[config.mk]
export PLATFORM = sky130hd
export DESIGN_NAME = slave_in_port
export DESIGN_NICKNAME = d
export VERILOG_FILES = /design/src/rtl/slave_in_port.sv
export SDC_FILE = /design/constraint.sdc
export NUM_CORES = 1
export LEC_CHECK = 0
export ABC_AREA = 1
export BUFFER_PORTS_ARGS = -buffer_cell sky130_fd_sc_hd__buf_2
export CAP_MARGIN = 20
export CORE_ASPECT_RATIO = 0.9
export CORE_MARGIN = 1
export CORE_UTILIZATION = 62
export DETAILED_ROUTE_END_ITERATION = 12
export HOLD_SLACK_MARGIN = 0.1
export PLACE_DENSITY = 0.94
export SETUP_SLACK_MARGIN = 0.05
export SLEW_MARGIN = 20
export SYNTH_ARGS = -nofsm -noshare
export SYNTH_HDL_FRONTEND = slang
export SYNTH_SLANG_ARGS = --single-unit
[constraint.sdc]
create_clock -name clk -period 5.1 [get_ports clk]
set_input_delay 0.51 -clock clk [delete_from_list [all_inputs] [get_ports clk]]
set_output_delay 0.51 -clock clk [all_outputs]
set_load 0.01 [all_outputs]
[src/rtl/slave_in_port.sv]
// slave_in_port: receives LSB-first serial headers and data words from a master and turns
// them into local memory writes or read requests. Define SLAVE_IN_TIMEOUT_EN to enable the inter-word burst timeout.
module slave_in_port #(
    parameter int ADDR_LEN  = 12,
    parameter int DATA_LEN  = 8,
    parameter int BURST_LEN = 12,
    parameter int TIMEOUT   = 16
) (
    input  logic                 clk,
    input  logic                 reset,
    input  logic                 write_en,
    input  logic                 read_en,
    input  logic                 rx_address,
    input  logic                 rx_data,
    input  logic                 rx_burst_number,
    input  logic                 master_valid,
    input  logic                 rd_done,
    output logic                 slave_ready,
    output logic                 mem_we,
    output logic [ADDR_LEN-1:0]  mem_addr,
    output logic [DATA_LEN-1:0]  mem_wdata,
    output logic                 rd_req,
    output logic [ADDR_LEN-1:0]  rd_addr,
    output logic [BURST_LEN-1:0] rd_len,
    output logic                 rx_error,
    output logic [2:0]           dbg_state
);

    // Handshake: write_en/read_en start a frame only when sampled in IDLE (slave_ready=1);
    // master_valid high for one cycle announces the next DATA_LEN rx_data bits of a word.
    localparam int HDR_AB  = (ADDR_LEN > BURST_LEN + 1) ? ADDR_LEN : BURST_LEN + 1;
    localparam int HDR_LEN = (HDR_AB > DATA_LEN + 1) ? HDR_AB : DATA_LEN + 1;
    localparam int CW      = $clog2(HDR_LEN + 1);
    localparam int TW      = $clog2(TIMEOUT + 1);

    localparam logic [CW-1:0] HDR_LAST  = CW'(HDR_LEN - 1);
    localparam logic [CW-1:0] DATA_LAST = CW'(DATA_LEN - 1);

    typedef enum logic [2:0] {
        IDLE      = 3'd0,
        RX_HDR_WR = 3'd1,
        RX_HDR_RD = 3'd2,
        WR_BURST  = 3'd3,
        RD_WAIT   = 3'd4
    } state_t;

    state_t               state;
    logic [CW-1:0]        cnt;
    logic [ADDR_LEN-1:0]  addr_sr;
    logic [DATA_LEN-1:0]  data_sr;
    logic [BURST_LEN-1:0] burst_sr;
    logic                 burst_flag;
    logic [BURST_LEN-1:0] rem;
    logic                 in_word;

    logic                 in_hdr;
    logic [ADDR_LEN-1:0]  addr_nx;
    logic [DATA_LEN-1:0]  data_nx;
    logic [BURST_LEN-1:0] burst_nx;
    logic [BURST_LEN-1:0] burst_eff;

`ifdef SLAVE_IN_TIMEOUT_EN
    logic [TW-1:0]        tmo_cnt;
`else
    logic [TW-1:0]        timeout_unused;
    assign timeout_unused = TW'(TIMEOUT);
`endif

    assign in_hdr    = (state == RX_HDR_WR) || (state == RX_HDR_RD);
    assign dbg_state = state;

    // Shift registers fill from the MSB so bit 0, sent first, ends up at the LSB.
    always_comb begin
        addr_nx  = addr_sr;
        data_nx  = data_sr;
        burst_nx = burst_sr;
        if (in_hdr && cnt < CW'(ADDR_LEN))
            addr_nx = {rx_address, addr_sr[ADDR_LEN-1:1]};
        if ((in_hdr && cnt >= CW'(1) && cnt <= CW'(DATA_LEN)) || (state == WR_BURST && in_word))
            data_nx = {rx_data, data_sr[DATA_LEN-1:1]};
        if (in_hdr && cnt >= CW'(1) && cnt <= CW'(BURST_LEN))
            burst_nx = {rx_burst_number, burst_sr[BURST_LEN-1:1]};
        burst_eff = (burst_flag && burst_nx != '0) ? burst_nx : BURST_LEN'(1);
    end

    always_ff @(posedge clk or negedge reset) begin
        if (!reset) begin
            state       <= IDLE;
            cnt         <= '0;
            addr_sr     <= '0;
            data_sr     <= '0;
            burst_sr    <= '0;
            burst_flag  <= 1'b0;
            rem         <= '0;
            in_word     <= 1'b0;
            slave_ready <= 1'b1;
            mem_we      <= 1'b0;
            mem_addr    <= '0;
            mem_wdata   <= '0;
            rd_req      <= 1'b0;
            rd_addr     <= '0;
            rd_len      <= '0;
            rx_error    <= 1'b0;
`ifdef SLAVE_IN_TIMEOUT_EN
            tmo_cnt     <= '0;
`endif
        end else begin
            mem_we   <= 1'b0;
            rd_req   <= 1'b0;
            rx_error <= 1'b0;
            case (state)
                IDLE: begin
                    cnt     <= '0;
                    in_word <= 1'b0;
`ifdef SLAVE_IN_TIMEOUT_EN
                    tmo_cnt <= '0;
`endif
                    if (write_en)
                        state <= RX_HDR_WR;
                    else if (read_en)
                        state <= RX_HDR_RD;
                end

                RX_HDR_WR, RX_HDR_RD: begin
                    addr_sr  <= addr_nx;
                    data_sr  <= data_nx;
                    burst_sr <= burst_nx;
                    cnt      <= cnt + CW'(1);
                    if (cnt == '0)
                        burst_flag <= rx_burst_number;
                    if (state == RX_HDR_WR && cnt == '0 && !master_valid) begin
                        rx_error <= 1'b1;
                        cnt      <= '0;
                        state    <= IDLE;
                    end else if (cnt == HDR_LAST) begin
                        cnt <= '0;
                        if (state == RX_HDR_WR) begin
                            mem_we    <= 1'b1;
                            mem_addr  <= addr_nx;
                            mem_wdata <= data_nx;
                            rem       <= burst_eff - BURST_LEN'(1);
                            state     <= (burst_eff == BURST_LEN'(1)) ? IDLE : WR_BURST;
                        end else begin
                            rd_req      <= 1'b1;
                            rd_addr     <= addr_nx;
                            rd_len      <= burst_eff;
                            slave_ready <= 1'b0;
                            state       <= RD_WAIT;
                        end
                    end
                end

                WR_BURST: begin
                    if (in_word) begin
                        data_sr <= data_nx;
                        if (cnt == DATA_LAST) begin
                            cnt       <= '0;
                            in_word   <= 1'b0;
                            mem_we    <= 1'b1;
                            mem_addr  <= mem_addr + ADDR_LEN'(1);
                            mem_wdata <= data_nx;
                            rem       <= rem - BURST_LEN'(1);
                            if (rem == BURST_LEN'(1))
                                state <= IDLE;
                        end else begin
                            cnt <= cnt + CW'(1);
                        end
                    end else if (master_valid) begin
                        in_word <= 1'b1;
                        cnt     <= '0;
`ifdef SLAVE_IN_TIMEOUT_EN
                        tmo_cnt <= '0;
`endif
                    end else begin
`ifdef SLAVE_IN_TIMEOUT_EN
                        // Words already written stay written; only the rest of the burst is dropped.
                        if (tmo_cnt == TW'(TIMEOUT - 1)) begin
                            tmo_cnt  <= '0;
                            rx_error <= 1'b1;
                            state    <= IDLE;
                        end else begin
                            tmo_cnt <= tmo_cnt + TW'(1);
                        end
`endif
                    end
                end

                RD_WAIT: begin
                    if (rd_done) begin
                        slave_ready <= 1'b1;
                        state       <= IDLE;
                    end
                end

                default: begin
                    slave_ready <= 1'b1;
                    state       <= IDLE;
                end
            endcase
        end
    end

endmodule

## After elaboration in Yosys (flattened, before gate mapping)

Index checks and enable logic that the tools add are counted.

| cells by class | value |
|---|---|
| add/subtract/negate cells | 4 |
| $lt $le $gt $ge | 4 |
| equal/unequal tests | 19 |
| muxes and demuxes | 62 |
| bitwise logic cells | 3 |
| reduce and logical (&&, ||, !) cells | 26 |

Operators with widths:

| kind | count |
|---|---|
| 12-bit two-way mux | 13 |
| 8-bit two-way mux | 7 |
| 12-bit one-hot mux with 2 select lines | 2 |
| 8-bit one-hot mux with 2 select lines | 2 |
| 3-bit two-way mux | 9 |
| 12-bit by 1-bit equality test with 1-bit output (second input constant) | 2 |
| 12-bit by 1-bit subtractor with 12-bit output (second input constant) | 2 |
| 4-bit two-way mux | 5 |
| 1-bit two-way mux | 18 |
| 12-bit by 1-bit adder with 12-bit output (second input constant) | 1 |
| 2-bit inequality test (second input constant) | 6 |
| 3-bit one-hot mux with 4 select lines | 1 |
| 4-bit one-hot mux with 3 select lines | 1 |
| 6-bit AND reduction | 2 |
| 12-bit nonzero test | 1 |
| 3-bit inequality test (second input constant) | 3 |
| 4-bit less-or-equal comparator (second input constant) | 2 |
| 1-bit logical AND | 8 |
| 3-bit by 2-bit equality test with 1-bit output (second input constant) | 2 |
| 2-bit AND reduction | 3 |
| 5-bit AND reduction | 1 |
| 4-bit by 1-bit adder with 4-bit output (second input constant) | 1 |
| 4-bit by 3-bit equality test with 1-bit output (second input constant) | 1 |
| 4-bit equality test (second input constant) | 1 |
| 17 further kinds | 24 |

| word-level totals | value |
|---|---|
| register bits | 101 |

## Logic depth before layout (Yosys ltp)

| depth | value |
|---|---|
| word-level depth | 14 |
| mapped depth | 22 |

## Least setup slack after synthesis

OpenSTA, ideal clock, no wires.

| timing | value |
|---|---|
| kind | reg2reg |
| start | register cnt[0] |
| end | register rem[8] |
| arrival time | 2.538 ns |
| required time | 4.983 ns |
| slack | 2.446 ns |
| cell stages (with the launch flop) | 22 |
| path buffers | 1 |
| clock period less this slack | 2.654 ns |
| path through | dfrtp_1 > inv_1 > ha_1 > inv_1 > nand3_2 > buf_6 > nand4_1 > nand2_4 > nand2_2 > nor2_2 > nand3_4 > nand2_8 > inv_4 > nand2_1 > ha_1 > nand2_2 > nor2_8 > nand2_1 > nand3_1 > nand3_1 > nand2_1 > nand2_1 |

| on the way | value |
|---|---|
| word-level cells in the longest chain between the ends | 12 |
| elaborated cells between the ends (all ways) | 22 |
| classes of those cells | add/sub: 1; order compare: 2; eq/ne: 5; mux: 6; reduce/logical: 8 |

Ends and longest elaborated chain:

| item | RTL line | text |
|---|---|---|
| from (decl) | 48 | `logic [CW-1:0] cnt;` |
| from (signal assigned) | 128 | `cnt <= cnt + CW'(1);` |
| from (signal assigned) | 166 | `cnt <= cnt + CW'(1);` |
| 4-bit by 1-bit greater-or-equal comparator with 1-bit output | 81 | `if (in_hdr && cnt >= CW'(1) && cnt <= CW'(BURST_LEN))` |
| 1-bit logical AND (2 in series) | 81 |  |
| 12-bit two-way mux | 81 |  |
| 12-bit nonzero test | 83 | `burst_eff = (burst_flag && burst_nx != '0) ? burst_nx : BURST_LEN'(1);` |
| 1-bit logical AND | 83 |  |
| 12-bit two-way mux | 83 |  |
| 12-bit by 1-bit subtractor with 12-bit output | 141 | `rem <= burst_eff - BURST_LEN'(1);` |
| 12-bit two-way mux | 137 | `if (state == RX_HDR_WR) begin` |
| 12-bit two-way mux | 135 | `end else if (cnt == HDR_LAST) begin` |
| 12-bit two-way mux | 131 | `if (state == RX_HDR_WR && cnt == '0 && !master_valid) begin` |
| 12-bit one-hot mux with 2 select lines | 111 | `case (state)` |
| to (signal assigned) | 141 |  |
| to (signal assigned) | 162 | `rem <= rem - BURST_LEN'(1);` |
| to (decl) | 53 | `logic [BURST_LEN-1:0] rem;` |

Several ways; a longest one is shown, not always the timed one. The select of a mux whose other input is x is not followed.
A chain may end at the register's enable or synchronous reset.

## Worst setup path after layout

Ends and elaborated chain as after synthesis.

==> flow_metrics.py <==
metrics = {
    "timing": {
        "slew_headroom_pct": 33.4,
        "slew_viol_final": 0,
        "setup_viol": 0,
        "grt_setup_unrepaired": "no",
        "max_freq_mhz": 301,
        "tightestPinTransition_ns": 0.998,
        "period_share_pct": 65.2,
        "setup_slack_ns": 1.78,
        "setup_tns_ns": 0,
        "finClkSkew_ns": 0.0109,
        "period_minus_slack_ns": 3.32,
        "hold_viol": 0,
    },
    "synthesis": {
        "synth.top_cells.by_area": "dfrtp_1 47%, nand2_1 12%, inv_1 6.4%, o21ai_0 5.6%, nor2_1 4.0%",
        "ys_ff_latch": 101,
        "synth_xor_xnor_area_share_pct": 0.494,
        "synth_top_area_cell": "dfrtp_1",
        "synth_top_area_share_pct": 47.1,
        "synth_adder_area_share_pct": 1.88,
        "synth_top_family_by_area": "simple AND/OR/NAND/NOR gates",
        "syn_area_per_cell_um2": 7.98,
        "yosys_warnings": 0,
        "yosysSeqAreaShare_pct": 47.6,
        "syn_inst": 666,
        "syn-num-nets": 683,
        "synth_compound_area_share_pct": 12.8,
        "synth_area_mm2": 0.00532,
        "synthMuxAreaShare_pct": 0.212,
        "yosys.area_share.simple_pct": 27.8,
        "synth_cell_types": 43,
    },
    "global_route": {
        "globalRouteMet3Util_pct": 5.83,
        "met2_usage_pct": 44.0,
        "grt_usage_pct": 28.4,
        "grt_max_degree": 68,
        "antenna_found_initial": 0,
        "grt_use_met1_pct": 39.3,
        "grt_pass1_wl_mm": 20.2,
        "grt_remaining_overflow": 0,
        "grt_pass1_vias": 4381,
        "grt_most_used_layer": "met2",
    },
    "placed_design": {
        "dp_hpwl_mm": 8.62,
        "port_buffers": 59,
        "preCtsSetupSlack_ns": 1.84,
        "placed_area_mm2": 0.00565,
        "gp_congestion": 0.985,
    },
    "routing": {
        "drt_first_pass_iters": 5,
        "drc": 0,
        "vias": 4729,
        "postRouteAntennaNets": 0,
        "drt-initial-drc-count": 552,
        "wl_per_cell_um": 14.3,
        "drt_wl_total_mm": 11.9,
        "vias_per_cell": 5.66,
    },
    "die": {
        "start_util_pct": 64.9,
        "die_area_mm2": 0.00895,
        "coreArea_mm2": 0.00818,
        "ios": 60,
        "die_x_um": 99.6,
        "rows": 31,
        "chipHeight_um": 89.8,
    },
    "cts": {
        "cts.clk_slew.worst_paths_ns": 0.10,
        "clk_latency_ns": 0.38,
        "clock_sinks": 101,
        "cts_tree": "done",
        "cts_buffers": 9,
        "htreeDepth": 3,
        "clockBufferDepth": 2,
        "root_buffer": "clkbuf_8",
    },
    "critical_path": {
        "r2r-end": "rem[8]$_DFFE_PN0P_",
        "end_kind": "register",
        "worst_r2r_path_depth": 21,
        "worst-r2r-setup-slack_ns": 1.78,
        "crit_type": "register to register",
        "startpoint": "cnt[0]$_DFFE_PN0P_",
        "worstPathRequired_ns": 5.37,
        "cp.arrival_ns": 3.60,
        "worst_setup_path_start_kind": "register",
        "crit_path_end": "rem[8]$_DFFE_PN0P_",
        "reg2reg_from": "cnt[0]$_DFFE_PN0P_",
        "critPathMaxFanout": 13,
    },
    "run": {
        "maxCapViolations": 0,
    },
    "outcome": {
        "status": "completed",
    },
    "cells_and_area": {
        "drive_gt1_share_pct": 16.5,
        "fill_cells": 608,
        "n_antenna_cell": 0,
        "fin_nets": 732,
        "final_cell_area_mm2": 0.00585,
        "area_growth_pct": 10.1,
    },
    "power": {
        "p_leak_uw": 0.00304,
        "p_per_area_mw_per_mm2": 601,
        "max-vdd-ir-drop_mv": 0.349,
    },
    "min_path": {
        "hp-class": "primary input to register",
    },
}
==> what timing repair did <==
action	4_1_cts	5_1_grt
hold buffers	1	0
hold endpoints to repair	33	0
gates resized for setup	0	0
buffers inserted	0	0
setup endpoints to repair	0	0
==> registers in the layout, summed over array words and instances (netlist names) <==
signal       count
burst_sr        12
rx_error         1
rd_len          12
slave_ready      1
dbg_state        3
cnt              4
burst_flag       1
data_sr          8
rd_addr         12
mem_wdata        8
mem_addr        12
in_word          1
addr_sr         12
rd_req           1
mem_we           1
rem             12
==> stage by stage <==
step | util (%) | hold WS [ns] | std cells | power [uW]
3_3_place_gp | 69.1 | 0.459 | 818 | 2910
2_1_floorplan | - | 0.214 | 666 | 2540
6_report | 71.5 | 0.352 | 835 | 3520
3_5_place_dp | 69.1 | 0.466 | 818 | 2990
5_1_grt | 71.5 | 0.363 | 835 | 3800
4_1_cts | 71.5 | 0.341 | 835 | 3500
==> critical path: stages, from the launching register on <==
cell and delay [ns]:
dfrtp_1 0.43, inv_1 0.07, ha_1 0.27, inv_1 0.12
nand3_2 0.23, nand3_4 0.27, nand2_1 0.09, nand2_1 0.12
nand2_1 0.11, nor2_2 0.18, nand3_4 0.16, nand2_8 0.16
inv_4 0.06, nand2_1 0.12, ha_1 0.22, nand2_2 0.12
nor2_8 0.13, nand2_1 0.06, nand3_1 0.07, nand3_1 0.07
nand2_1 0.10, nand2_1 0.05
==> cell usage in the layout (no fill, tap or decap), drive strengths merged, types with 7 or more instances in the layout <==
master / Yosys / final
nand2: 176 / 176
o211ai: 7 / 7
nor3: 7 / 7
nor2: 67 / 67
dfrtp: 100 / 100
a31oi: 13 / 13
buf: 10 / 62
inv: 95 / 99
o21ai: 66 / 66
ha: 8 / 8
nand4: 19 / 19
clkbuf: 15 / 10
nand3: 41 / 41
a21oi: 24 / 24
==> logic make-up after synthesis <==
logic type	count (synthesis)
compound gates	120
xor+xnor	3
fa+ha+maj	8
buf+inv	120
flops	101
mux	1
simple gates	313
==> where the power goes <==
group / internal (uW) / total (uW) / switching [uW] / leakage (uW)
Combinational: 541 / 1750 / 1210 / 0.00175
Sequential: 1070 / 1270 / 201 / 0.00119
Clock: 200 / 494 / 294 / 0.0000971
==> synthesized netlist by cell type, drive strengths merged <==
cell type	number
nand2	176
dfrtp	100
inv	95
nor2	67
o21ai	66
nand3	41
a21oi	24
nand4	19
clkbuf	15
a31oi	13
buf	10
ha	8
nor3	7
o211ai	7
o22ai	3
xor2	3
o41ai	2
or2	2
a22oi	1
a32oi	1
a41oi	1
dfstp	1
mux2	1
nand3b	1
o21bai	1
o31ai	1
==> layer usage <==
layer	wire length [um]	share of wire, %	up-vias
met5	0	0	-
met4	236	2.0	0
met3	1030	8.7	30
met2	5490	46	251
met1	5160	43	2194
li1	-	-	2254
==> final cells by class <==
class / instances / area, um^2 / area share [%]
Multi-Input combinational cell: 445 / 2300 / 39.3
Clock buffer: 10 / 138 / 2.35
Inverter: 95 / 359 / 6.14
Tap cell: 115 / 144 / 2.46
Sequential cell: 101 / 2530 / 43.2
Clock inverter: 6 / 52.6 / 0.898
Timing Repair Buffer: 63 / 330 / 5.64
==> worst min-delay path by stage <==
stage | depth (start not counted) | slack, ns | end | from
after global placement | 2 | 0.46 | rd_addr[10]$_DFFE_PN0P_ | rd_addr[10]$_DFFE_PN0P_
after detailed placement | 2 | 0.47 | rd_addr[3]$_DFFE_PN0P_ | rd_addr[3]$_DFFE_PN0P_
after floorplan | 0 | 0.21 | addr_sr[0]$_DFFE_PN0P_ | reset
after CTS | 3 | 0.34 | data_sr[7]$_DFFE_PN0P_ | rx_data
after global routing | 3 | 0.36 | data_sr[7]$_DFFE_PN0P_ | rx_data
final | 3 | 0.35 | data_sr[7]$_DFFE_PN0P_ | rx_data
Power figures use the tool's default switching activity.
